## config.mk

```make
export PLATFORM = sky130hd
export DESIGN_NAME = combo_sender
export DESIGN_NICKNAME = d
export VERILOG_FILES = /design/src/rtl/combo_sender.sv
export SDC_FILE = /design/constraint.sdc
export NUM_CORES = 1
export LEC_CHECK = 0
export CORE_MARGIN = 3
export CORE_UTILIZATION = 40
export CTS_CLUSTER_SIZE = 14
export DETAILED_ROUTE_END_ITERATION = 6
export PLACE_DENSITY = 0.62
export SYNTH_ARGS = -nofsm -noshare
export SYNTH_HDL_FRONTEND = slang
export SYNTH_SLANG_ARGS = --single-unit
```

## constraint.sdc

```tcl
create_clock -name clk -period 1.6 [get_ports clk]
set_input_delay 0.16 -clock clk [delete_from_list [all_inputs] [get_ports clk]]
set_output_delay 0.16 -clock clk [all_outputs]
set_load 0.03 [all_outputs]
```

## src/rtl/combo_sender.sv

```systemverilog
// Emulates a user keying a combination into a lock: each digit d becomes d presses
// of "next" followed by one "enter", every button phase paced by the slow tick.
module combo_sender #(
   parameter int DIGITS  = 4,
   parameter int DIGIT_W = 4
) (
   input  logic                        clk,
   input  logic                        rst_n,
   input  logic                        tick,
   input  logic                        start,
   input  logic                        abort,
   input  logic [DIGITS*DIGIT_W-1:0]   code,
   output logic                        next_btn,
   output logic                        enter_btn,
   output logic                        busy,
   output logic                        done
);

   localparam int CODE_W = DIGITS * DIGIT_W;
   localparam int IDX_W  = (DIGITS > 1) ? $clog2(DIGITS) : 1;
   localparam logic [IDX_W-1:0] LAST_IDX = IDX_W'(DIGITS - 1);

   typedef enum logic [2:0] {
      IDLE     = 3'd0,
      NEXT_HI  = 3'd1,
      NEXT_LO  = 3'd2,
      ENTER_HI = 3'd3,
      ENTER_LO = 3'd4,
      FINISH   = 3'd5
   } state_t;

   state_t               state_q, state_d;
   logic [CODE_W-1:0]    code_q, code_d;
   logic [IDX_W-1:0]     idx_q, idx_d;
   logic [DIGIT_W-1:0]   cnt_q, cnt_d;
   logic                 next_btn_q, next_btn_d;
   logic                 enter_btn_q, enter_btn_d;
   logic                 busy_q, busy_d;
   logic                 done_q, done_d;
   logic [CODE_W-1:0]    code_shift_s;

   assign code_shift_s = code_q << DIGIT_W;

   // Next-state logic; the digit in the top field of code_q is always the one being sent.
   always_comb begin
      state_d = state_q;
      code_d  = code_q;
      idx_d   = idx_q;
      cnt_d   = cnt_q;
      case (state_q)
         IDLE: begin
            if (start && !abort) begin
               code_d  = code;
               idx_d   = {IDX_W{1'b0}};
               cnt_d   = code[CODE_W-1 -: DIGIT_W];
               state_d = (code[CODE_W-1 -: DIGIT_W] != {DIGIT_W{1'b0}}) ? NEXT_HI : ENTER_HI;
            end else begin
               state_d = IDLE;
            end
         end
         NEXT_HI: begin
            if (tick) begin
               state_d = NEXT_LO;
            end else begin
               state_d = NEXT_HI;
            end
         end
         NEXT_LO: begin
            if (tick) begin
               cnt_d   = cnt_q - DIGIT_W'(1);
               state_d = (cnt_q != DIGIT_W'(1)) ? NEXT_HI : ENTER_HI;
            end else begin
               state_d = NEXT_LO;
            end
         end
         ENTER_HI: begin
            if (tick) begin
               state_d = ENTER_LO;
            end else begin
               state_d = ENTER_HI;
            end
         end
         ENTER_LO: begin
            if (!tick) begin
               state_d = ENTER_LO;
            end else if (idx_q == LAST_IDX) begin
               state_d = FINISH;
            end else begin
               code_d  = code_shift_s;
               idx_d   = idx_q + IDX_W'(1);
               cnt_d   = code_shift_s[CODE_W-1 -: DIGIT_W];
               state_d = (code_shift_s[CODE_W-1 -: DIGIT_W] != {DIGIT_W{1'b0}}) ? NEXT_HI : ENTER_HI;
            end
         end
         FINISH: begin
            state_d = IDLE;
         end
         default: begin
            state_d = IDLE;
         end
      endcase

      // Abort wins over any tick-driven advance.
      if (abort && (state_q != IDLE)) begin
         state_d = IDLE;
         idx_d   = {IDX_W{1'b0}};
         cnt_d   = {DIGIT_W{1'b0}};
      end else begin
         idx_d   = idx_d;
      end

      next_btn_d  = (state_d == NEXT_HI);
      enter_btn_d = (state_d == ENTER_HI);
      busy_d      = (state_d != IDLE);
      done_d      = (state_d == FINISH);
   end

   // State, sequencing registers and registered button/status outputs.
   always_ff @(posedge clk or negedge rst_n) begin
      if (!rst_n) begin
         state_q     <= IDLE;
         code_q      <= {CODE_W{1'b0}};
         idx_q       <= {IDX_W{1'b0}};
         cnt_q       <= {DIGIT_W{1'b0}};
         next_btn_q  <= 1'b0;
         enter_btn_q <= 1'b0;
         busy_q      <= 1'b0;
         done_q      <= 1'b0;
      end else begin
         state_q     <= state_d;
         code_q      <= code_d;
         idx_q       <= idx_d;
         cnt_q       <= cnt_d;
         next_btn_q  <= next_btn_d;
         enter_btn_q <= enter_btn_d;
         busy_q      <= busy_d;
         done_q      <= done_d;
      end
   end

   assign next_btn  = next_btn_q;
   assign enter_btn = enter_btn_q;
   assign busy      = busy_q;
   assign done      = done_q;

endmodule

```

### Yosys cells after proc, flatten, opt, wreduce, memory -nomap -nowiden

Index checks and enable logic that the tools add are counted.

* bits of input ports: 21
* output and inout port bits: 4
* word-level logic and storage cells: 66
* bits in registers: 25

* reduce and logical (&&, ||, !) cells: 14
* add/sub/neg operators: 2
* equal/unequal tests: 16
* muxes and demuxes: 26

Operators by type and width (count)
* $mux W12: 3
* $pmux W12 S2: 1
* $mux W2: 10
* $mux W4: 5
* $pmux W3 S5: 1
* $mux W3: 4
* $ne A3 B3 Y1 const B: 4
* $pmux W4 S3: 1
* $reduce_bool A4 Y1: 3
* $eq A3 B2 Y1 const B: 3
* $reduce_bool A3 Y1: 3
* $reduce_and A4 Y1: 2
* $eq A3 B1 Y1 const B: 2
* $eq A3 B3 Y1 const B: 2
* $ne A2 B2 Y1 const B: 3
* $reduce_and A5 Y1: 1
* $ne A4 B1 Y1 const B: 1
* $pmux W2 S2: 1
* $sub A4 B1 Y4 const B: 1
* $logic_not A3 Y1: 1
* $add A2 B1 Y2 const B: 1
* $eq A2 B2 Y1 const B: 1
* $logic_and A1 B1 Y1: 2
* $reduce_bool A2 Y1: 1
* $logic_not A1 Y1: 1

### Depth between registers and ports, before layout

Gate-level depths: netlist (run 1).

* depth in word-level cells: 7
* depth in mapped cells: 7
* depth with buffers taken out: 7

### Worst setup path after synthesis (run 1)

Ideal clock, no wire load.

* path kind: register to register
* start: register idx_q[0]
* end: register code_q[4]
* library setup time: 0.130 ns
* arrival time: 1.284 ns
* buffers on the path: 1
* period minus slack after synthesis: 1.414 ns
* cell stages (with the launch flop): 6
* required time: 1.470 ns
* slack: 0.186 ns
* cells stage by stage: dfrtp_1 > ha_1 > nand2b_1 > o21ai_4 > buf_2 > a31oi_1

* cells in the longest elaborated chain, start to end: 3

Ends and longest elaborated chain
* start: declaration: line 34 `logic [IDX_W-1:0] idx_q, idx_d;`
* start signal: assignment: line 123 `idx_q <= {IDX_W{1'b0}};`
* start signal: assignment: line 132 `idx_q <= idx_d;`
* $eq A2 B2 Y1: line 86 `end else if (idx_q == LAST_IDX) begin`
* $ne A2 B2 Y1 (no source line)
* $reduce_and A4 Y1 (no source line)
* end signal: assignment: line 122 `code_q <= {CODE_W{1'b0}};`
* end signal: assignment: line 131 `code_q <= code_d;`
* end: declaration: line 33 `logic [CODE_W-1:0] code_q, code_d;`

No other way between the ends.
A chain may end at the register's enable or synchronous reset.

### Worst setup path in the final report (run 1)

* start: input port start
* end: register code_q[4]

* cells in the longest elaborated chain, start to end: 3

Ends and longest elaborated chain
* start: declaration: line 10 `input logic start,`
* $logic_and A1 B1 Y1: line 52 `if (start && !abort) begin`
* $ne A2 B2 Y1 (no source line)
* $reduce_and A4 Y1 (no source line)

No other way between the ends.

==> flow_summary.yaml, run 1 <==
critical_path:
  cp-end-kind: "flip-flop"
  rr_worst_depth: 7
  critPathLaunchType: "primary input"
  crit_start: "start"
  arrival_ns: 1.70
  slowest_stage: "clkdlybuf4s50_1"
  cp_slowest_stage_delay_ns: 0.48
  reg2reg_from: "idx_q[0]"
  crit_path_end: "code_q[4]"
  regToRegEndpoint: "cnt_q[0]"
  cp_max_fo: 12
  rrSetupSlack_ns: 0.09
  crit_chain: "clkdlybuf4s50_1, nor2b_1, nand3_1, buf_4, o21ai_4, nor2_1, a31oi_1"
  critical_path_class: "primary input to flip-flop"
  required_ns: 1.79
layout:
  drive_gt1_share_pct: 23.74
  syn_to_final_growth_pct: 36.30
  n_antenna_cell: 0
  fin_nets: 244
  n_fill_cell: 314
synthesis:
  synth_cell_types: 44
  synth_top_cell_area_share_pct: 40.88
  synthArstFlopShare_pct: 100.0
  synthAdderAreaFrac_pct: 3.107
  yosys.area_share.xor_xnor_pct: 0.5724
  synthTopCellsByArea: "dfrtp_1 41%, a21oi_1 4.6%, nor2_1 4.2%, mux2i_1 3.9%, nand2_1 3.9%"
  syn_area_per_cell_um2: 8.897
  synth_edf_count: 0
  synth_top_family_by_area: "compound AO/OA/AOI/OAI gates"
  ys_seq_area_share_pct: 40.88
  synth_compound_area_share_pct: 22.81
  syn_nets: 196
  yosys_most_used_dff: "dfrtp_1"
  synth_area_um2: 1530
  yosysWarnings: 0
  synthMuxAreaShare_pct: 4.661
  yosys.area.top_type: "dfrtp_1"
  synth_cells: 172
  synth-seq-cells: 25
  synth-simple-area-share_pct: 20.61
sta:
  min_period_over_period_pct: 94.53
  worst_slew_pin_slew_ns: 0.5954
  finalSetupTns_ns: 0
  period_needed_ns: 1.512
  hold_viol: 0
  slew_headroom_pct: 59.94
  clock_skew_ns: 0.006166
  drv_slew: 0
  hold_ws_ns: 0.2437
  finalSetupViolCount: 0
  clock.fmax_mhz: 661.2
clock_network:
  post_cts_buffers: 0
  clockRootBuffer: "clkbuf_8"
  clk_path_buf_depth: 2
  clock_sinks: 25
  cts_buffers: 3
  htreeDepth: 1
  path_clk_slew_ns: 0.09
  clock_latency_ns: 0.27
  hold_buffers: 0
  cts_tree: "built"
detailed_routing:
  post_drt_wl_per_cell_um: 13.57
  vias: 1397
  antenna_left: 0
  vias_per_cell: 5.272
  routed_wl_um: 3596
  drc: 0
  first_pass_iters: 4
  drt_iter0_drc: 77
floorplanning:
  coreArea_um2: 3495
  die_width_um: 67.85
  boundaryPins: 25
  die_h_um: 67.85
  rows: 21
  start_util_pct: 43.79
  dieArea_um2: 4604
grt:
  grt_pass1_vias: 1338
  grt-ovfl-total: 0
  grt_max_degree: 26
  antenna_found_initial: 0
  grt_pass1_wl_um: 5989
  grt_util_all_layers_pct: 16.85
run:
  drv_cap: 0
outcome:
  status: "finished clean"
pwr:
  power.static_leakage_nw: 0.9162
  cellPowerDensity_nw_per_um2: 1066
  max-vdd-ir-drop_mv: 0.6834
hold_path:
  hp-class: "primary input to async pin"
placement:
  portBuffers: 24
  dp_hpwl_um: 2640
  place_congestion: 0.8698
-- synth_stat cells, types with 2 or more instances --
master     number
inv_1          12
a31oi_1         5
clkbuf_1        2
dfrtp_1        25
buf_2           3
nor4b_1         2
a21oi_1        14
o22ai_1         2
ha_1            3
a22oi_1         2
nand2_1        16
o221ai_1        3
nand2b_1        8
nor2_1         17
nor2b_1         3
nor4_1          2
mux2i_1         6
o2111ai_1       2
nand3_1         7
buf_6           3
nor3_1          2
o21ai_0        11
-- sequential cells by signal, summed over array words and instances (netlist names) --
signal / flops
cnt_q: 4
next_btn: 1
idx_q: 2
done: 1
state_q: 3
enter_btn: 1
busy: 1
code_q: 12
-- how the worst min path moves through the flow --
stage	from	endpoint	depth (start not counted)
after floorplan	rst_n	busy	0
after global placement	code_q[0]	code_q[4]	2
after detailed placement	code_q[2]	code_q[6]	2
after CTS	rst_n	code_q[4]	2
after global routing	rst_n	next_btn	2
final	rst_n	code_q[4]	2
-- worst max-delay path: cells and delay by family --
family          cells  cell delay (ns)
buf+inv             2             0.68
simple gates        3             0.57
compound gates      2             0.28
-- power breakdown --
part	switching, W	leakage (nW)	total (W)	internal [W]
clock network	0.000192	0.0255	0.000366	0.000174
logic	0.000455	0.588	0.000882	0.000428
registers	0.000151	0.303	0.000975	0.000823
total	0.000798	0.916	0.00222	0.00142
-- repair_timing --
item	CTS	global route
resized for setup	3	11
pin swaps	1	2
cloned	1	0
endpoints found under the setup margin	14	15
-- through the flow --
step           std cells  utilization [%]  instance area [µm²]  setup slack, ns  power (W)
4_1_cts              265            58.00                 2027          0.01162   0.002196
5_1_grt              265            59.68                 2086        -0.009353   0.002388
3_5_place_dp         260            56.28                 1967          -0.1815   0.001819
3_3_place_gp         260            56.28                 1967          -0.1470   0.001801
2_1_floorplan        172                -                 1530           0.1862   0.001509
6_report             265            59.68                 2086          0.08756   0.002223
-- cell families after synthesis --
logic type,count (synthesis)
AND/OR/NAND/NOR,63
XOR/XNOR,1
buffers and inverters,22
AO/OA/AOI/OAI,50
adder cells (fa/ha/maj),4
multiplexers,7
flip-flops,25
-- cell type report --
type	instances	area [µm²]	share of cell area [%]
inverter	13	48.80	2.340
multi-input combinational	126	862.1	41.33
clock buffer	3	41.29	1.980
timing repair buffer	51	442.9	21.24
sequential	25	628.1	30.11
clock inverter	1	5.005	0.2400
tap	46	57.56	2.759
-- cell usage in the layout, fill, tap and decap left out, types with 5 or more instances in the layout --
master / count
buf_4: 27
clkdlybuf4s50_1: 24
dfrtp_1: 23
nor2_1: 17
nand2_1: 15
a21oi_1: 14
inv_1: 11
o21ai_0: 11
nand3_1: 7
nand2b_1: 7
mux2i_1: 6
a31oi_1: 5
-- per-layer routing --
layer	track usage (%)	share of wire (%)	up-vias
met1	23.36	48	664
met2	27.70	48	23
met3	1.970	3.6	4
li1	-	-	706
met4	4.963	0.95	0
met5	0	0	-
No activity file was read; power rests on OpenSTA's default activity.
==> run 2, diff against run 1 <==
- CORE_MARGIN: 3 -> not set
==> run 2 against run 1 <==
  * Clock skew is 0.0049 ns lower
  * Sequential power hardly changed
  * Register-to-register slack worse by 0.05 ns
  * Combinational power is 6.0% higher
  * Maximum frequency is 3.3% lower
  * Routed wire length is 9.7% higher
  * Critical path type is now flip-flop to flip-flop
  * Sequential share of layout area is 0.74 points lower
  * Critical path depth stayed put
  * Hold slack better by 0.0083 ns
  * Global-route usage is 3.9 points higher
==> flow_summary.yaml, run 2 (synthesis gave the netlist of run 1 again) <==
sta:
  finalSetupViolCount: 0
  clock_skew_ns: 0.001306
  drv_slew: 0
  min_period_over_period_pct: 97.75
  worst_slew_pin_slew_ns: 0.4987
  slew_headroom_pct: 66.45
  rsz0062_at_grt: "true"
  setup_ws_ns: 0.03596
  clock.fmax_mhz: 639.4
  period_needed_ns: 1.564
  hold_viol: 0
critical_path:
  crit_chain: "buf_4, inv_1, nand2_2, nor4b_2, a21oi_2, inv_1, o2111a_1"
  arrival_ns: 1.78
  cp-end-kind: "flip-flop"
  required_ns: 1.81
  crit_start: "state_q[0]"
  cp_common_cell: "inv_1"
  rr_worst_depth: 7
  cp_max_fo: 8
  reg2reg_from: "state_q[0]"
  cp_slowest_stage_delay_ns: 0.44
  regToRegEndpoint: "next_btn"
  critPathLaunchType: "flip-flop"
  critical_path_class: "flip-flop to flip-flop"
  rrSetupSlack_ns: 0.04
  slowest_stage: "dfrtp_1"
layout:
  utilization_pct: 58.41
  top_register: "code_q"
  drive_gt1_share_pct: 27.35
  layout.cells.non_filler: 271
  syn_to_final_growth_pct: 39.74
  largest_register_ffs: 12
  n_antenna_cell: 0
  fin_nets: 248
  largestRegisters: "code_q x12, cnt_q x4, state_q x3"
  final_cell_mix: "29 x buf_4, 24 x clkdlybuf4s50_1, 23 x dfrtp_1"
  final_common_cell: "buf_4"
clock_network:
  hold_buffers: 0
  clock_latency_ns: 0.27
  cts_buffers: 3
  clock_sinks: 25
  clk_path_buf_depth: 2
  clockRootBuffer: "clkbuf_8"
  htreeDepth: 1
  cts_tree: "built"
  path_clk_slew_ns: 0.09
grt:
  grt_pass1_wl_um: 6603
  grt_util_all_layers_pct: 20.72
  grt_pass1_vias: 1473
  grt_max_degree: 26
  grt-ovfl-total: 0
  antenna_found_initial: 0
floorplanning:
  die_h_um: 63.85
  dieArea_um2: 4077
  rows: 22
  start_util_pct: 41.80
  die_width_um: 63.85
  boundaryPins: 25
  coreArea_um2: 3661
pwr:
  cellPowerDensity_nw_per_um2: 1072
  power.static_leakage_nw: 0.9360
  max-vdd-ir-drop_mv: 0.6677
  finalPower_w: 0.002292
detailed_routing:
  antenna_left: 0
  drc: 0
  post_drt_wl_per_cell_um: 14.56
  drt_iter0_drc: 79
  vias_per_cell: 5.358
  first_pass_iters: 4
  vias: 1452
  routed_wl_um: 3945
run:
  drv_cap: 0
outcome:
  status: "finished clean"
placement:
  portBuffers: 24
  pre_cts_slack_ns: -0.1989
  dpl.cell_count: 264
  place_congestion: 0.8999
  dp_hpwl_um: 2889
hold_path:
  hp-class: "primary input to async pin"
[run 2: area by class of cell]
cell class,count,area (µm²)
tap,48,60.06
timing repair buffer,55,480.5
inverter,13,48.80
sequential,25,628.1
multi-input combinational,126,875.8
clock buffer,4,45.04
fill,334,1523
[run 2: worst max-delay path, delay by kind of cell, from the launching register on]
kind	cells	cell delay, ns
AO/OA/AOI/OAI	2	0.27
buffers and inverters	3	0.37
flip-flops	1	0.44
AND/OR/NAND/NOR	2	0.42
[run 2: per-layer routing]
layer / wire length, µm / vias up / GRT usage (%)
met5: 0 / - / 0
met4: 53 / 0 / 7.670
met3: 171 / 6 / 2.857
met2: 1971 / 41 / 35.24
met1: 1750 / 688 / 26.55
li1: - / 717 / -
[run 2: what timing repair did]
item	in CTS	in global routing
gates resized for setup	4	17
pin swaps	0	2
endpoints found under the hold margin	0	0
setup buffers	0	2
endpoints found under the setup margin	18	19
cloned	0	1
[run 2: power by group]
group / total (W) / internal (W) / switching (W)
Clock: 0.000379 / 0.000178 / 0.000201
Combinational: 0.000935 / 0.000453 / 0.000482
Sequential: 0.000978 / 0.000823 / 0.000155
Total: 0.00229 / 0.00145 / 0.000837
[run 2: through the flow]
step           hold WS, ns  area [µm²]  TNS (ns)
3_5_place_dp        0.5352        1984    -3.097
6_report            0.2520        2138         0
3_3_place_gp        0.5226        1984    -1.872
2_1_floorplan      -0.1356        1530         0
5_1_grt             0.2825        2138  -0.04292
4_1_cts             0.2705        2039         0
[run 2: worst max-delay path by stage]
stage | to | slack [ns] | cells past startpoint
detailed placement | code_q[3] | -0.20 | 5
global placement | next_btn | -0.14 | 5
floorplan | code_q[4] | 0.19 | 5
CTS | next_btn | 0.005 | 7
finish | next_btn | 0.04 | 7
global route | next_btn | -0.04 | 7
